[config.mk]
export PLATFORM = sky130hd
export DESIGN_NAME = level_result_collector_flat
export DESIGN_NICKNAME = d
export VERILOG_FILES = /design/src/rtl/level_result_collector_if.sv /design/src/rtl/level_result_collector.sv /design/src/flat_wrapper.sv
export SDC_FILE = /design/constraint.sdc
export NUM_CORES = 1
export LEC_CHECK = 0
export ABC_AREA = 1
export CORE_ASPECT_RATIO = 0.75
export CORE_MARGIN = 3
export CORE_UTILIZATION = 40
export DETAILED_ROUTE_END_ITERATION = 7
export GPL_TIMING_DRIVEN = 0
export PLACE_DENSITY = 0.71
export SYNTH_ARGS = -nofsm -noshare
export SYNTH_HDL_FRONTEND = slang
export SYNTH_SLANG_ARGS = --single-unit
[constraint.sdc]
create_clock -name clk -period 3.2 [get_ports clk]
set_clock_uncertainty 0.15 [all_clocks]
set_input_delay 0.64 -clock clk [delete_from_list [all_inputs] [get_ports clk]]
set_output_delay 0.64 -clock clk [all_outputs]
set_load 0.02 [all_outputs]
[src/rtl/level_result_collector_if.sv]
// level_result_collector_if: request/level/forward/result signals of the collector; slave = collector side, master = environment side
interface level_result_collector_if #(
  parameter int POINTER_SIZE = 16,
  parameter int TAG_SIZE = 8,
  parameter int CNT_SIZE = 16
);
  logic req_valid_in;
  logic [TAG_SIZE-1:0] req_tag_in;
  logic [POINTER_SIZE-1:0] req_address_in;
  logic [POINTER_SIZE-1:0] lvl_next_pointer_in;
  logic lvl_is_match_in;
  logic lvl_no_child_in;
  logic fwd_valid_out;
  logic [TAG_SIZE-1:0] fwd_tag_out;
  logic [POINTER_SIZE-1:0] fwd_address_out;
  logic res_valid_out;
  logic res_ready_in;
  logic [TAG_SIZE-1:0] res_tag_out;
  logic res_hit_out;
  logic [POINTER_SIZE-1:0] res_pointer_out;
  logic [7:0] res_level_out;
  logic [CNT_SIZE-1:0] hit_count_out;
  logic [CNT_SIZE-1:0] miss_count_out;
  logic overflow_out;
  modport master (
    output req_valid_in, req_tag_in, req_address_in, lvl_next_pointer_in, lvl_is_match_in, lvl_no_child_in, res_ready_in,
    input fwd_valid_out, fwd_tag_out, fwd_address_out, res_valid_out, res_tag_out, res_hit_out, res_pointer_out,
    input res_level_out, hit_count_out, miss_count_out, overflow_out
  );
  modport slave (
    input req_valid_in, req_tag_in, req_address_in, lvl_next_pointer_in, lvl_is_match_in, lvl_no_child_in, res_ready_in,
    output fwd_valid_out, fwd_tag_out, fwd_address_out, res_valid_out, res_tag_out, res_hit_out, res_pointer_out,
    output res_level_out, hit_count_out, miss_count_out, overflow_out
  );
endinterface

[src/rtl/level_result_collector.sv]
// level_result_collector: aligns lookup sideband with level outputs, forwards CONTINUE lookups, buffers HIT/MISS in a FIFO with saturating counters (ports: clk, rst_n, bus slave)
module level_result_collector #(
  parameter int POINTER_SIZE = 16,
  parameter int WORD_SIZE = 16,
  parameter int TAG_SIZE = 8,
  parameter int FIFO_DEPTH = 4,
  parameter int LEVEL_ID = 1,
  parameter int CNT_SIZE = 16
) (
  input logic clk,
  input logic rst_n,
  level_result_collector_if.slave bus
);
  localparam int AW = $clog2(FIFO_DEPTH);
  localparam int EW = TAG_SIZE + 1 + POINTER_SIZE;
  if (FIFO_DEPTH < 2 || (FIFO_DEPTH & (FIFO_DEPTH - 1)) != 0 || WORD_SIZE < 1) begin : g_bad_params
    $error("level_result_collector: FIFO_DEPTH must be a power of two >= 2 and WORD_SIZE >= 1");
  end
  logic a_valid_q, a_valid_d;
  logic [TAG_SIZE-1:0] a_tag_q, a_tag_d;
  logic [POINTER_SIZE-1:0] a_addr_q, a_addr_d;
  logic fwd_valid_q, fwd_valid_d;
  logic [TAG_SIZE-1:0] fwd_tag_q, fwd_tag_d;
  logic [POINTER_SIZE-1:0] fwd_addr_q, fwd_addr_d;
  logic [EW-1:0] mem_q [FIFO_DEPTH];
  logic [EW-1:0] mem_d [FIFO_DEPTH];
  logic [AW-1:0] wr_q, wr_d, rd_q, rd_d;
  logic [AW:0] cnt_q, cnt_d;
  logic [CNT_SIZE-1:0] hit_cnt_q, hit_cnt_d, miss_cnt_q, miss_cnt_d;
  logic ovf_q, ovf_d;
  logic is_hit, is_miss, is_cont, push, pop, full, accept;
  logic [EW-1:0] head;
  always_comb begin
    is_hit = a_valid_q & bus.lvl_is_match_in;
    is_miss = a_valid_q & ~bus.lvl_is_match_in & bus.lvl_no_child_in;
    is_cont = a_valid_q & ~bus.lvl_is_match_in & ~bus.lvl_no_child_in;
    push = is_hit | is_miss;
    pop = (cnt_q != '0) & bus.res_ready_in;
    full = cnt_q == (AW + 1)'(FIFO_DEPTH);
    accept = push & (~full | pop);
    a_valid_d = bus.req_valid_in;
    a_tag_d = bus.req_tag_in;
    a_addr_d = bus.req_address_in;
    fwd_valid_d = is_cont;
    fwd_tag_d = is_cont ? a_tag_q : fwd_tag_q;
    fwd_addr_d = is_cont ? bus.lvl_next_pointer_in : fwd_addr_q;
    mem_d = mem_q;
    mem_d[wr_q] = accept ? {a_tag_q, is_hit, a_addr_q} : mem_q[wr_q];
    wr_d = wr_q + AW'(accept);
    rd_d = rd_q + AW'(pop);
    cnt_d = cnt_q + (AW + 1)'(accept) - (AW + 1)'(pop);
    hit_cnt_d = hit_cnt_q + CNT_SIZE'(accept & is_hit & ~&hit_cnt_q);
    miss_cnt_d = miss_cnt_q + CNT_SIZE'(accept & is_miss & ~&miss_cnt_q);
    ovf_d = ovf_q | (push & ~accept);
    head = mem_q[rd_q];
  end
  always_ff @(posedge clk) begin
    if (!rst_n) begin
      a_valid_q <= 1'b0;
      a_tag_q <= '0;
      a_addr_q <= '0;
      fwd_valid_q <= 1'b0;
      fwd_tag_q <= '0;
      fwd_addr_q <= '0;
      mem_q <= '{default: '0};
      wr_q <= '0;
      rd_q <= '0;
      cnt_q <= '0;
      hit_cnt_q <= '0;
      miss_cnt_q <= '0;
      ovf_q <= 1'b0;
    end else begin
      a_valid_q <= a_valid_d;
      a_tag_q <= a_tag_d;
      a_addr_q <= a_addr_d;
      fwd_valid_q <= fwd_valid_d;
      fwd_tag_q <= fwd_tag_d;
      fwd_addr_q <= fwd_addr_d;
      mem_q <= mem_d;
      wr_q <= wr_d;
      rd_q <= rd_d;
      cnt_q <= cnt_d;
      hit_cnt_q <= hit_cnt_d;
      miss_cnt_q <= miss_cnt_d;
      ovf_q <= ovf_d;
    end
  end
  assign bus.fwd_valid_out = fwd_valid_q;
  assign bus.fwd_tag_out = fwd_tag_q;
  assign bus.fwd_address_out = fwd_addr_q;
  assign bus.res_valid_out = cnt_q != '0;
  assign {bus.res_tag_out, bus.res_hit_out, bus.res_pointer_out} = head;
  assign bus.res_level_out = (cnt_q != '0) ? 8'(LEVEL_ID) : 8'd0;
  assign bus.hit_count_out = hit_cnt_q;
  assign bus.miss_count_out = miss_cnt_q;
  assign bus.overflow_out = ovf_q;
endmodule
[src/flat_wrapper.sv]
// flat-port wrapper written by rule: the top's interface ports become plain ports
module level_result_collector_flat 
#(
  parameter int POINTER_SIZE = 16,
  parameter int WORD_SIZE = 16,
  parameter int TAG_SIZE = 8,
  parameter int FIFO_DEPTH = 4,
  parameter int LEVEL_ID = 1,
  parameter int CNT_SIZE = 16
)
  (clk, rst_n, bus_req_valid_in, bus_req_tag_in, bus_req_address_in, bus_lvl_next_pointer_in, bus_lvl_is_match_in, bus_lvl_no_child_in, bus_res_ready_in, bus_fwd_valid_out, bus_fwd_tag_out, bus_fwd_address_out, bus_res_valid_out, bus_res_tag_out, bus_res_hit_out, bus_res_pointer_out, bus_res_level_out, bus_hit_count_out, bus_miss_count_out, bus_overflow_out);
  level_result_collector_if #(.POINTER_SIZE(POINTER_SIZE), .TAG_SIZE(TAG_SIZE), .CNT_SIZE(CNT_SIZE)) bus_i ();
  input logic clk;
  input logic rst_n;
  input wire logic [$bits(bus_i.req_valid_in)-1:0] bus_req_valid_in;
  input wire logic [$bits(bus_i.req_tag_in)-1:0] bus_req_tag_in;
  input wire logic [$bits(bus_i.req_address_in)-1:0] bus_req_address_in;
  input wire logic [$bits(bus_i.lvl_next_pointer_in)-1:0] bus_lvl_next_pointer_in;
  input wire logic [$bits(bus_i.lvl_is_match_in)-1:0] bus_lvl_is_match_in;
  input wire logic [$bits(bus_i.lvl_no_child_in)-1:0] bus_lvl_no_child_in;
  input wire logic [$bits(bus_i.res_ready_in)-1:0] bus_res_ready_in;
  output wire logic [$bits(bus_i.fwd_valid_out)-1:0] bus_fwd_valid_out;
  output wire logic [$bits(bus_i.fwd_tag_out)-1:0] bus_fwd_tag_out;
  output wire logic [$bits(bus_i.fwd_address_out)-1:0] bus_fwd_address_out;
  output wire logic [$bits(bus_i.res_valid_out)-1:0] bus_res_valid_out;
  output wire logic [$bits(bus_i.res_tag_out)-1:0] bus_res_tag_out;
  output wire logic [$bits(bus_i.res_hit_out)-1:0] bus_res_hit_out;
  output wire logic [$bits(bus_i.res_pointer_out)-1:0] bus_res_pointer_out;
  output wire logic [$bits(bus_i.res_level_out)-1:0] bus_res_level_out;
  output wire logic [$bits(bus_i.hit_count_out)-1:0] bus_hit_count_out;
  output wire logic [$bits(bus_i.miss_count_out)-1:0] bus_miss_count_out;
  output wire logic [$bits(bus_i.overflow_out)-1:0] bus_overflow_out;
  assign bus_i.req_valid_in = bus_req_valid_in;
  assign bus_i.req_tag_in = bus_req_tag_in;
  assign bus_i.req_address_in = bus_req_address_in;
  assign bus_i.lvl_next_pointer_in = bus_lvl_next_pointer_in;
  assign bus_i.lvl_is_match_in = bus_lvl_is_match_in;
  assign bus_i.lvl_no_child_in = bus_lvl_no_child_in;
  assign bus_i.res_ready_in = bus_res_ready_in;
  assign bus_fwd_valid_out = bus_i.fwd_valid_out;
  assign bus_fwd_tag_out = bus_i.fwd_tag_out;
  assign bus_fwd_address_out = bus_i.fwd_address_out;
  assign bus_res_valid_out = bus_i.res_valid_out;
  assign bus_res_tag_out = bus_i.res_tag_out;
  assign bus_res_hit_out = bus_i.res_hit_out;
  assign bus_res_pointer_out = bus_i.res_pointer_out;
  assign bus_res_level_out = bus_i.res_level_out;
  assign bus_hit_count_out = bus_i.hit_count_out;
  assign bus_miss_count_out = bus_i.miss_count_out;
  assign bus_overflow_out = bus_i.overflow_out;
  level_result_collector #(.POINTER_SIZE(POINTER_SIZE), .WORD_SIZE(WORD_SIZE), .TAG_SIZE(TAG_SIZE), .FIFO_DEPTH(FIFO_DEPTH), .LEVEL_ID(LEVEL_ID), .CNT_SIZE(CNT_SIZE)) u_core (.clk(clk), .rst_n(rst_n), .bus(bus_i));
endmodule
* Word-level counts from Yosys, hierarchy flattened
Index checks and enable logic that the tools add are counted.
Operators by class: add/sub/neg operators 6, bitwise operators 20, $lt $le $gt $ge 3, equality and inequality tests 1, muxes and demuxes 11, reductions and logical operators 6
Operators with widths (number):
- $mux W25 | 6
- $bmux W25 S2 | 2
- $bwmux W100 | 1
- $demux W25 S2 | 1
- $add A16 B16 Y16 | 2
- $and A16 B1 Y16 | 2
- $reduce_and A16 Y1 | 2
- $and A1 B1 Y1 | 9
- $ge A3 B3 Y1 const B | 2
- $not A2 Y3 | 2
- $add A2 B1 Y2 | 2
- $not A1 Y1 | 4
- $add A3 B1 Y3 | 1
- $eq A3 B3 Y1 const B | 1
- $lt A3 B1 Y1 const B | 1
- $or A1 B1 Y1 | 3
- $reduce_bool A3 Y1 | 1
- $sub A3 B1 Y3 | 1
- $logic_not A1 Y1 | 2
- $logic_and A1 B1 Y1 | 1
- $mux W1 | 1
Storage, ports and cells: input port bits 46, register bits 190, output and inout bits 92, word-level logic and storage cells 63

* Depth between registers and ports, before layout
word-level depth 8, mapped depth 14

* Worst setup path after synthesis
No wires, ideal clock.
path type input -> register, start point input bus_lvl_is_match_in, end point register u_core.miss_cnt_q[12] (netlist: u_core.bus.miss_count_out[12]), path slack 632 ps, library setup time 128 ps, path buffers 1, cell stages on the path 13, arrival 2291 ps, required time 2922 ps, path through inv_1 nand3_2 nand2_2 nand2_4 buf_4 nor3_1 ha_1 ha_1 nand2_1 nor2_1 nand3_1 xor2_1 nor2_1
Between the ends: word-level cells in the longest chain between the ends 8
RTL lines:
- start, declared | RTL line flat_wrapper.sv:19 | input wire logic [$bits(bus_i.lvl_is_match_in)-1:0] bus_lvl_is_match_in;
- $not A1 Y1 | RTL line level_result_collector.sv:35 | is_miss = a_valid_q & ~bus.lvl_is_match_in & bus.lvl_no_child_in;
- $and A1 B1 Y1 (2 in a row) | RTL line level_result_collector.sv:35
- $or A1 B1 Y1 | RTL line level_result_collector.sv:37 | push = is_hit | is_miss;
- $and A1 B1 Y1 | RTL line level_result_collector.sv:40 | accept = push & (~full | pop);
- $and A1 B1 Y1 (*) | RTL line level_result_collector.sv:53 | miss_cnt_d = miss_cnt_q + CNT_SIZE'(accept & is_miss & ~&miss_cnt_q);
- $and A16 B1 Y16 (*) | RTL line level_result_collector.sv:53
- $add A16 B16 Y16 (*) | RTL line level_result_collector.sv:53
- end signal, assigned | RTL line level_result_collector.sv:84 | miss_cnt_q <= miss_cnt_d;
- end, declared | RTL line level_result_collector.sv:29 | logic [CNT_SIZE-1:0] hit_cnt_q, hit_cnt_d, miss_cnt_q, miss_cnt_d;
Mark *: on every way between the ends. The rest lies on a longest branch, timed or not. A chain may end at the register's enable or synchronous reset.

* Worst setup path after layout
start point register u_core.rd_q[1], end point output bus_res_pointer_out[14]
Between the ends: word-level cells in the longest chain between the ends 4
RTL lines:
- start, declared | RTL line level_result_collector.sv:27 | logic [AW-1:0] wr_q, wr_d, rd_q, rd_d;
- start signal, assigned | RTL line level_result_collector.sv:81 | rd_q <= rd_d;
- $not A2 Y3 (not written as such) | RTL line level_result_collector.sv:55 | head = mem_q[rd_q];
- $bmux W25 S2 | RTL line level_result_collector.sv:55
- $mux W25 (not written as such) (2 in a row) | RTL line level_result_collector.sv:55
- end, declared | RTL line flat_wrapper.sv:28 | output wire logic [$bits(bus_i.res_pointer_out)-1:0] bus_res_pointer_out;
Every way passes these cells. The select of a mux whose other input is x is not followed.

==> flow_summary.json <==
{
  "crit_path_end_kind": "output port",
  "async_reset_ff_share_pct": 0,
  "finalHoldViolCount": 0,
  "synthAdderAreaFrac_pct": 1.25,
  "fp-row-count": 48,
  "grt.total_usage_pct": 24.4,
  "htree_levels": 4,
  "worstPathCellList": "clkbuf_2 -> o21ai_0 -> o22ai_1 -> clkdlybuf4s50_1",
  "place_hpwl_um": 21900,
  "netlist_instances": 1540,
  "drt_first_pass_iters": 7,
  "core_area_um2": 23300,
  "port_buffers": 129,
  "cts_tree": "yes",
  "netlist_area_um2": 9590,
  "ir_worst_vdd_mv": 0.452,
  "fillers": 2377,
  "slowest_delay_ns": 0.65,
  "stdcell_area_um2": 11900,
  "wl_per_cell_um": 15.5,
  "routed_wl_um": 31100,
  "io_pins": 138,
  "fin_crit_sh_pct": 96.2,
  "crit_arrival_ns": 2.29,
  "highest_layer": "met4",
  "synth-seq-cells": 190,
  "setup_viol": 0,
  "synth-seq-area-share_pct": 39.6,
  "ys_warn_count": 0,
  "critPathRequiredTime_ns": 2.41,
  "via_per_inst": 5.03,
  "path_max_fanout": 10,
  "drv_slew": 0,
  "slowest_stage": "clkdlybuf4s50_1",
  "antenna_found_initial": 0,
  "antenna_cells": 0,
  "dr_wl_met2_um": 13400,
  "synth_mux_area_share_pct": 0,
  "place_congestion": 0.928,
  "layout_commonest_cell": "nand2_1",
  "synthSimpleGateAreaFrac_pct": 37.7,
  "dpl_cell_area_um2": 11300,
  "clk_pin_slew_ns": 0.07,
  "drt_iter0_markers": 1218,
  "fin_crit_ns": 3.08,
  "dieWidth_um": 185,
  "power_density_nw_per_um2": 603,
  "design.die.area_um2": 25900,
  "cts_buffers": 17,
  "grt_pass1_vias": 9381,
  "final_nets": 1747,
  "start_kind": "register",
  "synth_edf_count": 0,
  "cts_sinks": 190,
  "ctsRootBufferMaster": "clkbuf_16",
  "drive_above_1_share_pct": 6.40,
  "drt-met1-wl_um": 14100,
  "cp_top_family": "buffers and inverters",
  "overflow": 0,
  "relSlewSlack_pct": 48.8,
  "leakagePower_nw": 5.93,
  "post_cts_buffers": 0,
  "clock_path_buffers": 2,
  "synth-main-ff-cell": "dfxtp_1",
  "clkLatencyLatePin_ns": 0.44,
  "status": "completed",
  "place_ws_ns": -0.331,
  "fmax_mhz": 325,
  "synth_compound_area_share_pct": 8.84,
  "synth_xor_area_share_pct": 0.730,
  "die-height_um": 140,
  "max_cap_viol_count": 0,
  "critPathKind": "register to output port",
  "dr_wl_met3_um": 2940,
  "synth_top_family_by_area": "simple AND/OR/NAND/NOR gates",
  "cp_num_buf_inv": 2,
  "worst_pin_slew_ns": 0.768,
  "ant_nets": 0,
  "vias": 10084,
  "grt_pass1_wl_um": 50000,
  "final_cell_mix": "nand2_1 (426), nor2_1 (298), dfxtp_1 (189), inv_1 (185), nand3_1 (136)",
  "yosysUniqueCellTypes": 32,
  "grt_max_degree": 17,
  "fin_ws_ns": 0.122,
  "initial_core_util_pct": 41.2,
  "synth.avg_cell_area_um2": 6.23,
  "hold_path.class": "register to register",
  "area_delta_synth_final_pct": 23.8,
  "drcViolationCount": 0
}
[kinds of logic (layout without fill, tap and decap cells)]
group | after synthesis | in the layout
compound gates | 160 | 160
fa+ha+maj | 9 | 9
flops | 190 | 190
other cells | 1 | 7
buf+inv | 280 | 437
xor+xnor | 8 | 8
simple gates | 892 | 892
[metal layers]
layer | GRT usage (%) | vias up
li1 | - | 5038
met1 | 35.6 | 4493
met2 | 36.4 | 505
met3 | 4.39 | 48
met4 | 7.97 | 0
met5 | 0 | -
[worst reg2reg max path, stage by stage, from the launching register on]
cell and delay (ns):
dfxtp_1 0.40, nand3_2 0.14, nand2_2 0.20, nand2_4 0.15, buf_4 0.22, nor3_1 0.19
ha_1 0.26, ha_1 0.22, nand2_1 0.09, nor2_2 0.19, nand3_1 0.15, nor2_1 0.11
nor2_1 0.05, nor2_1 0.12
[layout make-up]
class                      instances  area (µm²)  share of cell area (%)
clock inverter                     9        87.6                   0.737
timing repair buffer             129        1300                    11.0
clock buffer                      21         470                    3.96
sequential                       190        3800                    32.0
tap                              300         375                    3.16
multi-input combinational       1076        4690                    39.4
buffer                            90         449                    3.78
inverter                         188         706                    5.94
[synthesized netlist by cell type (5+ instances only)]
cell type / number / area share [%]
nand2_2: 11 / 0.72
nor2_1: 300 / 12
o21ai_0: 84 / 4.4
o22ai_1: 25 / 1.6
dfxtp_1: 190 / 40
buf_4: 9 / 0.70
buf_1: 9 / 0.35
buf_2: 32 / 1.7
a21oi_1: 44 / 2.3
ha_1: 8 / 1.0
nand4_1: 8 / 0.52
inv_1: 185 / 7.2
nand2_1: 426 / 17
nand3_1: 136 / 7.1
clkbuf_1: 41 / 1.6
xor2_1: 5 / 0.46
[report_power, final]
part | internal, mW | switching (mW)
Combinational | 0.902 | 1.52
Sequential | 2.53 | 0.139
Clock | 1.13 | 0.951
[final timing paths]
path,cells past startpoint,from,to,slack [ns]
max,4,u_core.rd_q[1],bus_res_pointer_out[14],0.12
min,2,u_core.bus.fwd_tag_out[6],u_core.bus.fwd_tag_out[6],0.29
max reg2reg,13,u_core.a_valid_q,u_core.bus.miss_count_out[14],0.50
min reg2reg,2,u_core.bus.fwd_tag_out[6],u_core.bus.fwd_tag_out[6],0.29
[registers in the layout (all words and copies together) (netlist names)]
register                    count
u_core.bus.fwd_address_out     16
u_core.rd_q                     2
u_core.wr_q                     2
u_core.bus.hit_count_out       16
u_core.a_addr_q                16
u_core.bus.miss_count_out      16
u_core.bus.fwd_valid_out        1
u_core.cnt_q                    3
u_core.bus.fwd_tag_out          8
u_core.mem_q                  100
u_core.a_valid_q                1
u_core.bus.overflow_out         1
u_core.a_tag_q                  8
[timing repair]
item	in CTS	in global routing
hold buffers	0	0
setup endpoints to repair	25	26
resized for setup	21	11
[metrics by stage]
stage                     hold WS [ns]  util (%)  power (mW)  TNS, ns  std cells
after floorplan                  0.355         -        4.11        0       1546
after global placement           0.281      48.4        5.06    -1.01       1975
after detailed placement         0.287      48.4        5.09    -1.53       1975
after CTS                        0.297      50.9        7.17        0       2004
after global routing             0.315      51.0        7.54  -0.0138       2003
final                            0.293      51.0        7.17        0       2003
No activity file was read; power rests on OpenSTA's default activity.
